==> src/rtl/seven_seg_scan_driver_pkg.sv <==
// -----------------------------------------------------------------------------
// seven_seg_pkg
// Shared definitions for the seven_seg_scan_driver block:
//   - HEX_SEG_TABLE : 16-entry nibble -> 7-bit logical segment code (A..G = bit6..0)
//   - SEG_OFF       : logical "all segments dark" code
//   - scan_state_t  : scan FSM states {BLANK, DRIVE}
//   - width_for()   : bits needed to hold the values 0..count-1 (minimum 1)
// -----------------------------------------------------------------------------
package seven_seg_pkg;

    typedef enum logic {
        BLANK = 1'b0,
        DRIVE = 1'b1
    } scan_state_t;

    localparam logic [6:0] SEG_OFF = 7'h00;

    // Packed so that HEX_SEG_TABLE[n] is the code for nibble n; entry F is listed first.
    localparam logic [15:0][6:0] HEX_SEG_TABLE = {
        7'h47, 7'h4F, 7'h3D, 7'h4E,   // F E d C
        7'h1F, 7'h77, 7'h7B, 7'h7F,   // b A 9 8
        7'h70, 7'h5F, 7'h5B, 7'h33,   // 7 6 5 4
        7'h79, 7'h6D, 7'h30, 7'h7E    // 3 2 1 0
    };

    function automatic int unsigned width_for(input int unsigned count);
        int unsigned w;
        w = 1;
        while ((32'd1 << w) < count) begin
            w = w + 1;
        end
        return w;
    endfunction

endpackage

==> src/rtl/seven_seg_scan_driver_if.sv <==
// -----------------------------------------------------------------------------
// seven_seg_scan_driver_if
// Groups the value-load side and the display-pin side of the scan driver.
//   i_Value      : packed hex digits, digit 0 in bits [3:0]
//   i_Load       : one-cycle strobe capturing i_Value / i_Blank_Mask
//   i_Blank_Mask : 1 = force that digit dark
//   o_Segments   : segment pins, bit6=A .. bit0=G, polarity applied
//   o_Digit_En   : one-hot digit select pins, polarity applied
//   o_Frame_Done : one-cycle pulse in the last drive cycle of the last digit
// Modports: master = the logic supplying values, slave = the scan driver.
// -----------------------------------------------------------------------------
interface seven_seg_scan_driver_if #(
    parameter int unsigned NUM_DIGITS = 4
);
    logic [4*NUM_DIGITS-1:0] i_Value;
    logic                    i_Load;
    logic [NUM_DIGITS-1:0]   i_Blank_Mask;
    logic [6:0]              o_Segments;
    logic [NUM_DIGITS-1:0]   o_Digit_En;
    logic                    o_Frame_Done;

    modport master (
        output i_Value, i_Load, i_Blank_Mask,
        input  o_Segments, o_Digit_En, o_Frame_Done
    );

    modport slave (
        input  i_Value, i_Load, i_Blank_Mask,
        output o_Segments, o_Digit_En, o_Frame_Done
    );
endinterface

==> src/rtl/seven_seg_scan_driver_hex_to_seg7.sv <==
// -----------------------------------------------------------------------------
// hex_to_seg7
// Combinational nibble -> 7-bit logical segment code (A..G = bit6..0).
// Pin polarity is handled by the caller.
//   i_Nibble : hex digit 0..F
//   o_Seg    : logical segment code (1 = segment lit)
// -----------------------------------------------------------------------------
module hex_to_seg7
    import seven_seg_pkg::*;
(
    input  logic [3:0] i_Nibble,
    output logic [6:0] o_Seg
);
    assign o_Seg = HEX_SEG_TABLE[i_Nibble];
endmodule

==> src/rtl/seven_seg_scan_driver.sv <==
// -----------------------------------------------------------------------------
// seven_seg_scan_driver
// Time-multiplexed N-digit 7-segment driver. Each digit slot is DEAD_CLKS blank
// cycles followed by CLKS_PER_DIGIT drive cycles. Loaded values wait in a
// pending buffer and are committed only on the frame wrap edge, so a frame
// never shows a mix of old and new digits.
//
// Ports:
//   i_Clk    : system clock
//   i_Rst_L  : asynchronous active-low reset
//   io_Bus   : seven_seg_scan_driver_if.slave (value/load/mask in, pins out)
//
// Optional build macro SEVEN_SEG_LEADING_ZERO_SUPPRESS_EN: when defined, digits
// above the most significant nonzero nibble are blanked at commit (digit 0 is
// always shown). When undefined only i_Blank_Mask blanks digits.
// -----------------------------------------------------------------------------
module seven_seg_scan_driver
    import seven_seg_pkg::*;
#(
    parameter int unsigned NUM_DIGITS     = 4,
    parameter int unsigned CLKS_PER_DIGIT = 25000,
    parameter int unsigned DEAD_CLKS      = 250,
    parameter bit          SEG_ACTIVE_LOW = 1'b1,
    parameter bit          DIG_ACTIVE_LOW = 1'b1
) (
    input  logic                          i_Clk,
    input  logic                          i_Rst_L,
    seven_seg_scan_driver_if.slave        io_Bus
);

    localparam int unsigned CNT_MAX = (CLKS_PER_DIGIT > DEAD_CLKS) ? CLKS_PER_DIGIT : DEAD_CLKS;
    localparam int unsigned CNT_W   = width_for(CNT_MAX);
    localparam int unsigned IDX_W   = width_for(NUM_DIGITS);
    localparam int unsigned VAL_W   = 4 * NUM_DIGITS;

    localparam logic [CNT_W-1:0] DEAD_LAST  = CNT_W'(DEAD_CLKS - 1);
    localparam logic [CNT_W-1:0] DRIVE_LAST = CNT_W'(CLKS_PER_DIGIT - 1);
    localparam logic [IDX_W-1:0] IDX_LAST   = IDX_W'(NUM_DIGITS - 1);

    localparam logic [6:0]            SEG_PINS_OFF = SEG_ACTIVE_LOW ? ~SEG_OFF : SEG_OFF;
    localparam logic [NUM_DIGITS-1:0] DIG_PINS_OFF = DIG_ACTIVE_LOW ? '1 : '0;

    // Scan state
    scan_state_t             r_state;
    logic [CNT_W-1:0]        r_cnt;
    logic [IDX_W-1:0]        r_idx;
    scan_state_t             w_state_next;
    logic [CNT_W-1:0]        w_cnt_next;
    logic [IDX_W-1:0]        w_idx_next;

    // Display / pending buffers
    logic [VAL_W-1:0]        r_display;
    logic [NUM_DIGITS-1:0]   r_disp_mask;
    logic [VAL_W-1:0]        r_pending;
    logic [NUM_DIGITS-1:0]   r_pend_mask;
    logic                    r_pend_valid;

    // Registered pins
    logic [6:0]              r_segments;
    logic [NUM_DIGITS-1:0]   r_digit_en;
    logic                    r_frame_done;

    logic                    w_wrap;
    logic                    w_commit;
    logic [VAL_W-1:0]        w_commit_value;
    logic [NUM_DIGITS-1:0]   w_commit_mask;
    logic [NUM_DIGITS-1:0]   w_lz_mask;

    logic [3:0]              w_nibble;
    logic [6:0]              w_hex_seg;
    logic [6:0]              w_seg_logic;
    logic [NUM_DIGITS-1:0]   w_en_logic;
    logic                    w_frame_done_next;
    logic [6:0]              w_seg_pins;
    logic [NUM_DIGITS-1:0]   w_dig_pins;

    // ------------------------------------------------------------------
    // Next-state logic
    // ------------------------------------------------------------------
    always_comb begin
        w_state_next = r_state;
        w_cnt_next   = r_cnt + 1'b1;
        w_idx_next   = r_idx;
        case (r_state)
            BLANK: begin
                if (r_cnt == DEAD_LAST) begin
                    w_state_next = DRIVE;
                    w_cnt_next   = '0;
                end
            end
            DRIVE: begin
                if (r_cnt == DRIVE_LAST) begin
                    w_state_next = BLANK;
                    w_cnt_next   = '0;
                    w_idx_next   = (r_idx == IDX_LAST) ? '0 : r_idx + 1'b1;
                end
            end
            default: begin
                w_state_next = BLANK;
                w_cnt_next   = '0;
                w_idx_next   = '0;
            end
        endcase
    end

    // Final drive cycle of the last digit: the edge that ends it starts a new frame.
    assign w_wrap = (r_state == DRIVE) && (r_idx == IDX_LAST) && (r_cnt == DRIVE_LAST);

    // A load arriving on the wrap cycle bypasses the pending buffer.
    assign w_commit       = w_wrap && (io_Bus.i_Load || r_pend_valid);
    assign w_commit_value = io_Bus.i_Load ? io_Bus.i_Value      : r_pending;
    assign w_commit_mask  = io_Bus.i_Load ? io_Bus.i_Blank_Mask : r_pend_mask;

`ifdef SEVEN_SEG_LEADING_ZERO_SUPPRESS_EN
    logic w_seen_nonzero;
    always_comb begin
        w_lz_mask      = '0;
        w_seen_nonzero = 1'b0;
        // Walk from the top digit down; digit 0 is deliberately excluded.
        for (int d = NUM_DIGITS - 1; d >= 1; d--) begin
            if (w_commit_value[d*4 +: 4] != 4'h0) begin
                w_seen_nonzero = 1'b1;
            end
            w_lz_mask[d] = ~w_seen_nonzero;
        end
    end
`else
    assign w_lz_mask = '0;
`endif

    // ------------------------------------------------------------------
    // Output decode from the *next* state, so the registered pins line up
    // with the state register without an extra pipeline stage. The display
    // buffer only changes on the wrap edge, which always enters BLANK, so
    // r_display is the right source whenever the next state is DRIVE.
    // ------------------------------------------------------------------
    assign w_nibble = r_display[{w_idx_next, 2'b00} +: 4];

    hex_to_seg7 u_hex_to_seg7 (
        .i_Nibble (w_nibble),
        .o_Seg    (w_hex_seg)
    );

    always_comb begin
        w_seg_logic       = SEG_OFF;
        w_en_logic        = '0;
        w_frame_done_next = 1'b0;
        if (w_state_next == DRIVE) begin
            w_en_logic        = NUM_DIGITS'(1) << w_idx_next;
            w_seg_logic       = r_disp_mask[w_idx_next] ? SEG_OFF : w_hex_seg;
            w_frame_done_next = (w_idx_next == IDX_LAST) && (w_cnt_next == DRIVE_LAST);
        end
    end

    assign w_seg_pins = SEG_ACTIVE_LOW ? ~w_seg_logic : w_seg_logic;
    assign w_dig_pins = DIG_ACTIVE_LOW ? ~w_en_logic  : w_en_logic;

    // ------------------------------------------------------------------
    // State register
    // ------------------------------------------------------------------
    always_ff @(posedge i_Clk or negedge i_Rst_L) begin
        if (!i_Rst_L) begin
            r_state      <= BLANK;
            r_cnt        <= '0;
            r_idx        <= '0;
            r_display    <= '0;
            r_disp_mask  <= '0;
            r_pending    <= '0;
            r_pend_mask  <= '0;
            r_pend_valid <= 1'b0;
            r_segments   <= SEG_PINS_OFF;
            r_digit_en   <= DIG_PINS_OFF;
            r_frame_done <= 1'b0;
        end else begin
            r_state      <= w_state_next;
            r_cnt        <= w_cnt_next;
            r_idx        <= w_idx_next;
            r_segments   <= w_seg_pins;
            r_digit_en   <= w_dig_pins;
            r_frame_done <= w_frame_done_next;

            if (io_Bus.i_Load && !w_wrap) begin
                r_pending    <= io_Bus.i_Value;
                r_pend_mask  <= io_Bus.i_Blank_Mask;
                r_pend_valid <= 1'b1;
            end

            if (w_commit) begin
                r_display    <= w_commit_value;
                r_disp_mask  <= w_commit_mask | w_lz_mask;
                r_pend_valid <= 1'b0;
            end
        end
    end

    assign io_Bus.o_Segments   = r_segments;
    assign io_Bus.o_Digit_En   = r_digit_en;
    assign io_Bus.o_Frame_Done = r_frame_done;

endmodule
==> src/flat_wrapper.sv <==
// flat-port wrapper written by rule: the top's interface ports become plain ports
module seven_seg_scan_driver_flat import seven_seg_pkg::*;
#(
    parameter int unsigned NUM_DIGITS     = 4,
    parameter int unsigned CLKS_PER_DIGIT = 25000,
    parameter int unsigned DEAD_CLKS      = 250,
    parameter bit          SEG_ACTIVE_LOW = 1'b1,
    parameter bit          DIG_ACTIVE_LOW = 1'b1
)
  (i_Clk, i_Rst_L, io_Bus_i_Value, io_Bus_i_Load, io_Bus_i_Blank_Mask, io_Bus_o_Segments, io_Bus_o_Digit_En, io_Bus_o_Frame_Done);
  seven_seg_scan_driver_if #(.NUM_DIGITS(NUM_DIGITS)) io_Bus_i ();
  input  logic i_Clk;
  input  logic i_Rst_L;
  input wire logic [$bits(io_Bus_i.i_Value)-1:0] io_Bus_i_Value;
  input wire logic [$bits(io_Bus_i.i_Load)-1:0] io_Bus_i_Load;
  input wire logic [$bits(io_Bus_i.i_Blank_Mask)-1:0] io_Bus_i_Blank_Mask;
  output wire logic [$bits(io_Bus_i.o_Segments)-1:0] io_Bus_o_Segments;
  output wire logic [$bits(io_Bus_i.o_Digit_En)-1:0] io_Bus_o_Digit_En;
  output wire logic [$bits(io_Bus_i.o_Frame_Done)-1:0] io_Bus_o_Frame_Done;
  assign io_Bus_i.i_Value = io_Bus_i_Value;
  assign io_Bus_i.i_Load = io_Bus_i_Load;
  assign io_Bus_i.i_Blank_Mask = io_Bus_i_Blank_Mask;
  assign io_Bus_o_Segments = io_Bus_i.o_Segments;
  assign io_Bus_o_Digit_En = io_Bus_i.o_Digit_En;
  assign io_Bus_o_Frame_Done = io_Bus_i.o_Frame_Done;
  seven_seg_scan_driver #(.NUM_DIGITS(NUM_DIGITS), .CLKS_PER_DIGIT(CLKS_PER_DIGIT), .DEAD_CLKS(DEAD_CLKS), .SEG_ACTIVE_LOW(SEG_ACTIVE_LOW), .DIG_ACTIVE_LOW(DIG_ACTIVE_LOW)) u_core (.i_Clk(i_Clk), .i_Rst_L(i_Rst_L), .io_Bus(io_Bus_i));
endmodule
==> config.mk <==
export PLATFORM = sky130hd
export DESIGN_NAME = seven_seg_scan_driver_flat
export DESIGN_NICKNAME = d
export VERILOG_FILES = /design/src/rtl/seven_seg_scan_driver_pkg.sv /design/src/rtl/seven_seg_scan_driver_if.sv /design/src/rtl/seven_seg_scan_driver_hex_to_seg7.sv /design/src/rtl/seven_seg_scan_driver.sv /design/src/flat_wrapper.sv
export SDC_FILE = /design/constraint.sdc
export NUM_CORES = 1
export LEC_CHECK = 0
export CORE_MARGIN = 10
export CORE_UTILIZATION = 58
export CTS_BUF_LIST = sky130_fd_sc_hd__clkbuf_2
export CTS_CLUSTER_SIZE = 8
export DETAILED_ROUTE_END_ITERATION = 10
export DONT_BUFFER_PORTS = 1
export HOLD_SLACK_MARGIN = 0.02
export PLACE_DENSITY = 0.77
export SYNTH_ARGS = -nofsm -noshare
export SYNTH_HDL_FRONTEND = slang
export SYNTH_SLANG_ARGS = --single-unit
==> constraint.sdc <==
create_clock -name i_Clk -period 3.9 [get_ports i_Clk]
set_input_delay 0.78 -clock i_Clk [delete_from_list [all_inputs] [get_ports i_Clk]]
set_output_delay 0.78 -clock i_Clk [all_outputs]
set_load 0.1 [all_outputs]
# After elaboration in Yosys (flattened, before gate mapping)
# Memory sizes are Yosys's and may differ from the RTL's.
# Cells that the tools add are included.
[classes]
mux = 20
n_eq_ne = 5
shift = 2
add_sub_neg = 2
bitwise = 3
n_reduce_logical = 8
n_lt_le_gt_ge = 2
[ops]
columns = ["operator", "n"]
rows = [
  ["== test 15 bit (second input constant)", 2],
  ["2-to-1 mux 15 bit", 2],
  ["case mux 15 bit (2 select lines)", 1],
  ["2-to-1 mux 7 bit", 3],
  ["2-to-1 mux 16 bit", 1],
  ["indexed part select 16 x 5 -> 4 bit", 1],
  ["adder 15 x 1 -> 15 bit (second input constant)", 1],
  ["== test 15 x 8 -> 1 bit (second input constant)", 1],
  ["2-to-1 mux 4 bit", 2],
  ["inverter 7 bit", 1],
  ["2-to-1 mux 1 bit", 6],
  ["2-to-1 mux 2 bit", 3],
  ["logical AND 1 bit", 5],
  ["less-than comparator 4 x 5 -> 1 bit (second input constant)", 1],
  ["== test 2 bit (second input constant)", 2],
  ["inverter 4 bit", 1],
  ["left shift 1 x 2 -> 4 bit (first input constant)", 1],
  ["less-than comparator 2 x 3 -> 1 bit (second input constant)", 1],
  ["adder 2 x 1 -> 2 bit (second input constant)", 1],
  ["binary-select mux 1 bit (select 2 bit)", 1],
  ["case mux 1 bit (2 select lines)", 1],
  ["nonzero test 2 bit", 1],
  ["zero test 1 bit", 1],
  ["logical OR 1 bit", 1],
  ["inverter 1 bit", 1],
]
[totals]
output_inout_bits = 12
mem_bits_ro = 112
n_memories = 1
regBits = 71
[mem_list]
columns = ["memory", "words", "word_bits", "rd", "rd_ports_with_merged_regs", "wr", "line_no", "source"]
rows = [
  ["(no name shown)", 16, 7, 1, 0, 0, "seven_seg_scan_driver_hex_to_seg7.sv:14", "assign o_Seg = HEX_SEG_TABLE[i_Nibble];"],
]

# Logic depth before layout (Yosys ltp)
# Gate-level depths: netlist (run 1).
[depth]
depth_word = 10
ltp_mapped = 11
depth_no_buf = 10

# Modules after synthesis
# A second synthesis (run 1) with hierarchy kept.
[unflattened]
hier_cells = 322
area_unflattened_um2 = 3560.9
[by_module_without_submodules]
columns = ["module", "n_inst", "cells_per_inst", "seq_area_each_um2", "area_per_inst_um2"]
rows = [
  ["seven_seg_scan_driver", 1, 289, 1790.5, 3270.6],
  ["hex_to_seg7", 1, 33, 0.0, 290.3],
]

# Least setup slack after synthesis (run 1)
# OpenSTA, ideal clock, no wires.
[synth_path]
path_kind = "register to register"
from = "reg u_core.r_cnt[9]"
to = "reg u_core.r_segments[6], in the netlist u_core.io_Bus.o_Segments[6]"
arrival_ns = 3.085
required_ns = 3.811
n_path_buf = 0
synth_period_minus_slack_ns = 3.174
stages_incl_launch_ff = 9
setup_slack_ns = 0.726
cell_sequence = "dfrtp_1 > or4_4 > nor4_4 > mux2i_2 > mux2i_1 > inv_1 > ha_1 > nor4b_1 > a211oi_1"
[synth_via]
elab_chain_len = 9
[synth_rtl]
columns = ["element", "line_no", "source"]
rows = [
  ["start: declaration", "seven_seg_scan_driver.sv:45", "logic [CNT_W-1:0] r_cnt;"],
  ["start signal: assignment", "seven_seg_scan_driver.sv:176", "r_cnt <= w_cnt_next;"],
  ["== test 15 bit", "seven_seg_scan_driver.sv:92", "if (r_cnt == DRIVE_LAST) begin"],
  ["2-to-1 mux 2 bit", "seven_seg_scan_driver.sv:92", ""],
  ["2-to-1 mux 2 bit", "seven_seg_scan_driver.sv:84", "case (r_state)"],
  ["indexed part select 16 x 5 -> 4 bit", "seven_seg_scan_driver.sv:137", "assign w_nibble = r_display[{w_idx_next, 2'b00} +: 4];"],
  ["memory (16 x 7 bit)", "-", ""],
  ["2-to-1 mux 7 bit (implied by the code)", "seven_seg_scan_driver_hex_to_seg7.sv:14", ""],
  ["2-to-1 mux 7 bit", "seven_seg_scan_driver.sv:150", "w_seg_logic = r_disp_mask[w_idx_next] ? SEG_OFF : w_hex_seg;"],
  ["2-to-1 mux 7 bit (*)", "seven_seg_scan_driver.sv:148", "if (w_state_next == DRIVE) begin"],
  ["inverter 7 bit (*)", "seven_seg_scan_driver.sv:155", "assign w_seg_pins = SEG_ACTIVE_LOW ? ~w_seg_logic : w_seg_logic;"],
  ["net u_core.w_seg_pins[6]", "seven_seg_scan_driver.sv:74", "logic [6:0] w_seg_pins;"],
  ["end signal: assignment", "seven_seg_scan_driver.sv:178", "r_segments <= w_seg_pins;"],
  ["end: declaration", "seven_seg_scan_driver.sv:59", "logic [6:0] r_segments;"],
]
# The timed path passes the listed nets; every way through them passes the cells marked *. The select of a mux whose other input is x is not followed.
# A chain may end at the register's enable or synchronous reset.

# Worst setup path after layout (run 1)
# Same ends and word-level chain as after synthesis.

==> results of run 1 <==
==> cell families after synthesis <==
family / after synthesis / share of synthesized area (%)
buffers and inverters: 26 / 3.45
XOR/XNOR: 15 / 3.73
AND/OR/NAND/NOR: 88 / 12.8
adder cells (fa/ha/maj): 9 / 3.20
multiplexers: 56 / 17.0
AO/OA/AOI/OAI: 41 / 8.96
flip-flops: 71 / 50.9
==> metal layers <==
metal  track usage (%)  part of all wire (%)  up-vias  wire [um]
met5                 0                     0        -          0
li1                  -                     -     1076          -
met2              21.2                    47       55       3030
met3              5.50                   7.6       13        496
met1              15.8                    44     1085       2820
met4              6.71                   2.0        0        131
==> layout make-up <==
class | count | area (um^2)
Clock buffer | 10 | 50.0
Fill cell | 460 | 2240
Clock inverter | 5 | 50.0
Tap cell | 75 | 93.8
Multi-Input combinational cell | 209 | 1610
Sequential cell | 71 | 1790
Timing Repair Buffer | 3 | 42.5
Inverter | 11 | 41.3
==> stage by stage <==
step | instance area (um^2) | worst slack (ns) | hold WS (ns) | utilization [%] | total power [W]
floorplan | 3520 | 0.726 | 0.446 | - | 0.000822
global placement | 3550 | 0.564 | 0.466 | 60.0 | 0.000823
detailed placement | 3550 | 0.346 | 0.474 | 60.0 | 0.000826
CTS | 3680 | 0.294 | 0.0560 | 62.1 | 0.00123
global route | 3680 | 0.0842 | 0.0379 | 62.1 | 0.00126
finish | 3680 | 0.242 | 0.0890 | 62.1 | 0.00121
==> power breakdown <==
group | leakage [nW] | switching (W) | internal (W)
clock network | 0.0713 | 0.000245 | 0.000143
logic | 0.640 | 0.0000253 | 0.0000335
registers | 0.889 | 0.00000932 | 0.000758
total | 1.60 | 0.000280 | 0.000935
==> cells in the mapped netlist, types with 2 or more instances <==
master	number	area [um^2]
inv_1	11	41.3
mux2i_2	3	41.3
nand2_1	32	120
xnor2_1	9	78.8
dfstp_2	11	289
ha_1	9	113
nor2_1	23	86.3
or4_4	2	22.5
mux2_2	20	225
nand4b_1	2	17.5
dfrtp_1	60	1500
xor2_1	6	52.6
o221ai_1	5	43.8
nand3_1	4	20.0
or2_1	2	12.5
o21ai_0	20	100
a2111oi_0	2	17.5
clkbuf_1	11	41.3
nand4_1	5	31.3
and2_1	3	18.8
mux2i_1	33	330
o211a_1	3	30.0
and3_1	2	12.5
or4_1	2	15.0
nor3_1	3	15.0
==> final timing paths <==
kind	slack, ns	to	startpoint	cells past startpoint
max in group asynchronous	3.52	u_core.r_pending[13]	i_Rst_L	1
worst max-delay path	0.24	u_core.io_Bus.o_Segments[6]	u_core.r_cnt[9]	9
min in group i_Clk	0.42	u_core.r_pending[2]	io_Bus_i_Value[2]	1
worst min-delay path	0.09	u_core.io_Bus.o_Digit_En[3]	i_Rst_L	0
worst min register to register	0.51	u_core.r_display[5]	u_core.r_display[5]	2
worst max register to register	0.24	u_core.io_Bus.o_Segments[6]	u_core.r_cnt[9]	9
==> worst max-delay path, stage by stage (launching register included) <==
cell      delay [ns]
dfrtp_1         0.46
or4_4           0.62
or4_4           0.61
o21ai_4         0.42
mux2i_1         0.15
mux2i_1         0.48
inv_1           0.16
ha_1            0.23
nor4b_1         0.36
a211oi_1        0.09
==> sequential cells by signal, indices dropped and copies added, names as in the netlist <==
name	flops
u_core.r_display	16
u_core.r_pending	16
u_core.r_cnt	15
u_core.io_Bus.o_Segments	7
u_core.io_Bus.o_Digit_En	4
u_core.r_disp_mask	4
u_core.r_pend_mask	4
u_core.r_idx	2
u_core.io_Bus.o_Frame_Done	1
u_core.r_pend_valid	1
u_core.r_state	1
==> timing repair <==
action,in CTS,in global routing
hold buffers,1,0
endpoints found under the hold margin,60,0
buffers inserted,0,0
==> out/results.ini, run 1 <==
[status]
status = complete, no violations

[global_routing]
antenna_found_initial = 0
grt_usage_pct = 13.6
grt_max_degree = 61
grt_pass1_vias = 2267
grt_pass1_wl_um = 10800
grt-ovfl-total = 0

[routing]
drt-total-wl_um = 6490
ant_nets = 0
num_vias = 2229
vias_per_cell = 5.80
firstDrtPassIters = 4
routedWlPerCell_um = 16.9
drc = 0
drt-initial-drc-count = 79

[timing]
drv_slew = 0
finalSetupViolCount = 0
rsz0062_at_grt = no
worst_pin_slew_ns = 1.15
skew_ns = 0.0286
period_needed_ns = 3.66
relSlewSlack_pct = 22.6
hold_viol = 0
fmax_ghz = 0.273
fin_crit_sh_pct = 93.8
setup-tns-final_ns = 0

[cells_and_area]
layout-drive-gt1-share_pct = 19.7
nNetsFinal = 337
final_cell_mix = dfrtp_1, mux2i_1, nand2_1
area_growth_pct = 4.55
layout_commonest_cell = dfrtp_1
final_cells = 384
antenna-diode-count = 0

[synthesis]
synth_nets = 338
synth-main-ff-cell = dfrtp_1
ys_warn_count = 0
syn_inst = 306
synth_cell_types = 48
ys_seq_area_share_pct = 50.9
syn_area_um2 = 3520
synth_edf_count = 0
synthArstFlopShare_pct = 100
synth_area_per_cell_um2 = 11.5
synth-seq-cells = 71

[critical_path]
crit_arrival_ns = 4.08
critPathKind = flop to flop
crit_path_end_kind = flop
start_kind = flop
required_ns = 4.33
crit_fanout = 13

[die]
die_w_um = 97.9
rows = 28
fp.dieArea_um2 = 9580
core_region_area_um2 = 5920
die_h_um = 97.9
initial_utilization_pct = 59.4
io_pins = 35

[clock_network]
cts_resized = 0
cts_tree = built
clkSinkCount = 71
cts_buffer_depth = 2
clk_pin_slew_worst_paths_ns = 0.19
root_buffer = clkbuf_2
clk_latency_ns = 0.49
htreeDepth = 3
cts_buffers = 9

[pwr]
peakVddDrop_mv = 0.238
leakagePower_nw = 1.60
powerDensity_nw_per_um2 = 330

[worst_hold_path]
worstHoldPathType = primary input to asynchronous set/reset pin

[placed_design]
dp_hpwl_um = 4600
port_buffers = 0
dpl.cell_count = 368
place.gp.congestion = 0.833

[run]
drv_cap = 0

Note: power is estimated with default switching activity, not from simulation.
==> run 2: changes to the inputs <==
- SKIP_CTS_REPAIR_TIMING: default -> 1
- SYNTH_HIERARCHICAL: default -> 1
==> run 2 against run 1 <==
Clock-buffer cell count is 1 lower. Final cell count is 4.7% higher. Critical path depth is 1 higher. Power is 3.5% higher. Clock power is 11% higher. Combinational power is 2% higher. Core utilization is 1.2 points higher. Worst setup slack better by 0.034 ns. Cell area is 2.5% higher.
==> out/results.ini, run 2 <==
[global_routing]
antenna_found_initial = 0
grt_pass1_wl_um = 10900
grt_usage_pct = 13.6
grt-ovfl-total = 0
grt_pass1_vias = 2287
grt_max_degree = 72

[synthesis]
synthArstFlopShare_pct = 100
synth_cell_types = 45
yosys-top-cells-area = dfrtp_1, mux2i_1, dfstp_2, mux2_2, nand2_1
ys_seq_area_share_pct = 50.3
synth_area_per_cell_um2 = 11.1
ys_warn_count = 6
syn_inst = 322
synth.top_cell.area_share_pct = 42.2
synth-seq-cells = 71
yosysTopAreaCell = dfrtp_1
synth_most_common_cell = dfrtp_1
synth_nets = 355
synthTopCellsByCount = dfrtp_1, nand2_1, mux2i_1
syn_area_um2 = 3560
synth-main-ff-cell = dfrtp_1
synth_edf_count = 0

[routing]
ant_nets = 0
num_vias = 2255
firstDrtPassIters = 4
drt-initial-drc-count = 72
vias_per_cell = 5.61
drt-total-wl_um = 6400
routedWlPerCell_um = 15.9
drc = 0

[clock_network]
clk_latency_ns = 0.52
cts_buffers = 9
clkSinkCount = 71
cts_buffer_depth = 2
cts_tree = built
root_buffer = clkbuf_2
htreeDepth = 3
clk_pin_slew_worst_paths_ns = 0.20

[cells_and_area]
antenna-diode-count = 0
area_growth_pct = 5.87
final_cells = 402
final_cell_mix = dfrtp_1, nand2_1, mux2i_1
n_fill_cell = 484
layout_commonest_cell = dfrtp_1
layout-drive-gt1-share_pct = 19.6
reg_top3 = u_core/r_display (16), u_core/r_pending (16), u_core/r_cnt (15)
nNetsFinal = 355

[timing]
fmax_ghz = 0.276
setup-tns-final_ns = 0
worst_pin_slew_ns = 1.12
skew_ns = 0.0181
hold_slack_ns = 0.108
fin_crit_sh_pct = 92.9
hold_viol = 0
rsz0062_at_grt = no
relSlewSlack_pct = 24.7
drv_slew = 0
finalSetupViolCount = 0
period_needed_ns = 3.62

[critical_path]
crit_fanout = 17
crit_arrival_ns = 4.09
reg2reg_from = u_core/r_cnt[10]
rr_worst_depth = 10
required_ns = 4.37
start_kind = flop
startpoint = u_core/r_cnt[10]
critPathKind = flop to flop
crit_path_end_kind = flop

[pwr]
powerDensity_nw_per_um2 = 334
peakVddDrop_mv = 0.254
leakagePower_nw = 1.63

[die]
core_region_area_um2 = 5960
die_w_um = 98.4
die_h_um = 98.4
initial_utilization_pct = 59.8
io_pins = 35
fp.dieArea_um2 = 9670
rows = 28

[placed_design]
port_buffers = 0
dp_hpwl_um = 4600
dpl.cell_count = 385
place.gp.congestion = 0.861

[status]
status = complete, no violations

[worst_hold_path]
worstHoldPathType = primary input to asynchronous set/reset pin

[run]
drv_cap = 0

==> run 2: changes by cell type in the layout (fill, tap and decap cells not counted), moves of 4 or more <==
cell      previous run  this run
nor2b_1              0         5
o221ai_1             5         0
buf_4                2         6
nand2_1             32        38
nor2_1              23        15
a21oi_1              1        10
nor3_1               3         7
==> run 2: worst paths after layout <==
check	slack [ns]	endpoint
setup reg to reg	0.28	u_core/io_Bus.o_Segments[3]
setup / recovery	0.28	u_core/io_Bus.o_Segments[3]
hold / removal	0.11	u_core/r_cnt[13]
hold reg to reg	0.52	u_core/r_display[4]
max in group asynchronous	3.48	u_core/io_Bus.o_Digit_En[2]
min in group i_Clk	0.39	u_core/r_pending[11]
==> run 2: power breakdown <==
| part | internal [W] | switching, W |
|---|---|---|
| sequential | 0.000758 | 0.00000909 |
| clock | 0.000155 | 0.000275 |
| combinational | 0.0000334 | 0.0000269 |
==> run 2: layer usage <==
metal	routed length [um]	global-route usage, %	vias up
met3	408	6.34	9
met2	3080	22.0	51
met5	0	0	-
met4	52	4.63	0
li1	-	-	1121
met1	2860	15.6	1074
==> run 2: cell type report <==
type / count / area (um^2) / share of cell area (%)
Timing Repair Buffer: 7 / 72.6 / 1.92
Inverter: 10 / 37.5 / 0.996
Clock buffer: 9 / 45.0 / 1.19
Tap cell: 75 / 93.8 / 2.49
Sequential cell: 71 / 1790 / 47.5
Clock inverter: 7 / 77.6 / 2.06
Multi-Input combinational cell: 223 / 1650 / 43.8
==> run 2: kinds of logic (layout without fill, tap and decap cells) <==
family,Yosys count,in the layout,synth area share [%]
xor gates and xnor gates,14,14,3.44
adders and majority gates,10,10,3.51
DFF,71,71,50.3
buffers and inverters,28,33,3.41
and+or+nand+nor,100,100,15.0
muxes,55,55,16.8
AOI/OAI and AO/OA,44,44,7.52
==> run 2: worst max-delay path, stage by stage (launching register included) <==
cell	delay (ns)
dfrtp_1	0.49
or4_4	0.58
nor4_4	0.44
mux2i_1	0.24
buf_4	0.24
mux2i_1	0.11
a21oi_1	0.39
inv_1	0.18
ha_1	0.33
mux4_1	0.51
nand2_1	0.08
==> run 2: through the flow <==
stage,util [%],setup WS (ns),power (W),area (um^2)
2_1_floorplan,-,0.187,0.000822,3560
3_3_place_gp,60.8,0.554,0.000823,3620
3_5_place_dp,60.8,0.325,0.000825,3620
4_1_cts,62.8,0.263,0.00126,3740
5_1_grt,63.3,0.00168,0.00132,3770
6_report,63.3,0.276,0.00126,3770
==> run 3: changes to the inputs <==
- CORE_ASPECT_RATIO: default -> 1.4
==> run 3 against run 2 <==
Non-clock buffer count is 2 lower. Combinational power shrank 1%. Clock-buffer cell count unchanged. Worst setup slack got worse by 0.025 ns. Cell area grew 1.4%. Sequential share of layout area is 0.67 points lower.
==> out/results.ini, run 3 (synthesized netlist as in run 2, its figures left out) <==
[status]
status = complete, no violations

[pwr]
peakVddDrop_mv = 0.322
p_sw_w = 0.000306
power.share.switching_pct = 21.2
clockPowerShare_pct = 42.5
combinationalPowerShare_pct = 4.1
leakagePower_nw = 1.65
p_int_w = 0.00113
powerDensity_nw_per_um2 = 376
seqPwrFrac_pct = 53.4

[global_routing]
grt-ovfl-total = 0
grt_usage_pct = 13.9
grt_pass1_wl_um = 11000
grt_max_degree = 72
grt_pass1_vias = 2234
antenna_found_initial = 0

[die]
die_h_um = 113
fp.dieArea_um2 = 9720
rows = 33
initial_utilization_pct = 60.3
io_pins = 35
core_region_area_um2 = 5900
die_w_um = 86.2

[timing]
setup_slack_ns = 0.251
relSlewSlack_pct = 27.0
worst_pin_slew_ns = 1.09
setup-tns-final_ns = 0
rsz0062_at_grt = no
fmax_ghz = 0.274
hold_viol = 0
hold_slack_ns = 0.0907
skew_ns = 0.0281
fin_crit_sh_pct = 93.6
finalSetupViolCount = 0
drv_slew = 0
period_needed_ns = 3.65

[clock_network]
htreeDepth = 3
cts_buffer_depth = 2
clkSinkCount = 71
cts_buffers = 9
cts_tree = built
clk_pin_slew_worst_paths_ns = 0.22
root_buffer = clkbuf_2
clk_latency_ns = 0.51

[cells_and_area]
layout-drive-gt1-share_pct = 19.7
layout_commonest_cell = dfrtp_1
antenna-diode-count = 0
area_growth_pct = 7.38
n_fill_cell = 498
reg_top3 = u_core/r_display (16), u_core/r_pending (16), u_core/r_cnt (15)
final_cell_mix = dfrtp_1, nand2_1, mux2i_1
final_cells = 395
nNetsFinal = 353

[worst_hold_path]
worstHoldPathType = primary input to asynchronous set/reset pin

[routing]
drt-initial-drc-count = 63
vias_per_cell = 5.91
num_vias = 2335
ant_nets = 0
drt-total-wl_um = 6640
drc = 0
routedWlPerCell_um = 16.8
firstDrtPassIters = 4

[placed_design]
place.gp.congestion = 0.845
dp_hpwl_um = 4700
port_buffers = 0
post-place-ws_ns = 0.228
dpl.cell_count = 378

[critical_path]
cp.buffers_inverters = 1
crit_fanout = 7
crit_arrival_ns = 4.10
start_kind = flop
critPathKind = flop to flop
crit_slowest_cell = or4_4
cp_top_family = multiplexers
crit_path_end_kind = flop
crit_chain = or4_4 > nor4_4 > mux2i_2 > mux2i_1 > a21oi_1 > inv_1 > ha_1 > mux4_1 > nand2_1
slowest_delay_ns = 0.57
required_ns = 4.35

[run]
drv_cap = 0

run 3: path summary, 6_finish.rpt:
check | startpoint | to | slack (ns) | depth (start not counted)
worst max-delay path | u_core/r_cnt[10] | u_core/io_Bus.o_Segments[3] | 0.25 | 9
worst min-delay path | i_Rst_L | u_core/io_Bus.o_Segments[1] | 0.09 | 0
worst max register to register | u_core/r_cnt[10] | u_core/io_Bus.o_Segments[3] | 0.25 | 9
worst min register to register | u_core/r_disp_mask[2] | u_core/r_disp_mask[2] | 0.50 | 2
max in group asynchronous | i_Rst_L | u_core/io_Bus.o_Digit_En[0] | 3.49 | 1
min in group i_Clk | io_Bus_i_Value[5] | u_core/r_pending[5] | 0.40 | 1
run 3: layout make-up:
type | count | area [um^2] | area share (%)
sequential | 71 | 1790 | 46.8
tap | 70 | 87.6 | 2.29
clock inverter | 7 | 145 | 3.80
clock buffer | 9 | 45.0 | 1.18
multi-input combinational | 223 | 1660 | 43.4
inverter | 10 | 37.5 | 0.982
timing repair buffer | 5 | 57.6 | 1.51
run 3: metrics by stage:
| step | util (%) | total power [W] | instance area, um^2 |
|---|---|---|---|
| global route | 64.8 | 0.00149 | 3820 |
| finish | 64.8 | 0.00144 | 3820 |
| global placement | 60.9 | 0.000824 | 3600 |
| floorplan | - | 0.000822 | 3560 |
| detailed placement | 60.9 | 0.000827 | 3600 |
| CTS | 64.2 | 0.00144 | 3790 |
run 3: routing by layer:
| layer | track usage [%] | vias to the layer above | wire length, um |
|---|---|---|---|
| li1 | - | 1126 | - |
| met4 | 6.18 | 0 | 151 |
| met1 | 15.8 | 1135 | 2700 |
| met5 | 0 | - | 0 |
| met2 | 22.5 | 59 | 3340 |
| met3 | 5.38 | 15 | 448 |
run 3: power by group through the flow:
stage / clock network [W] / logic [W] / registers, W
2_1_floorplan: 0 / 0.0000439 / 0.000778
3_3_place_gp: 0 / 0.0000442 / 0.000779
3_5_place_dp: 0 / 0.0000455 / 0.000781
4_1_cts: 0.000621 / 0.0000461 / 0.000768
5_1_grt: 0.000650 / 0.0000673 / 0.000771
6_report: 0.000612 / 0.0000597 / 0.000768
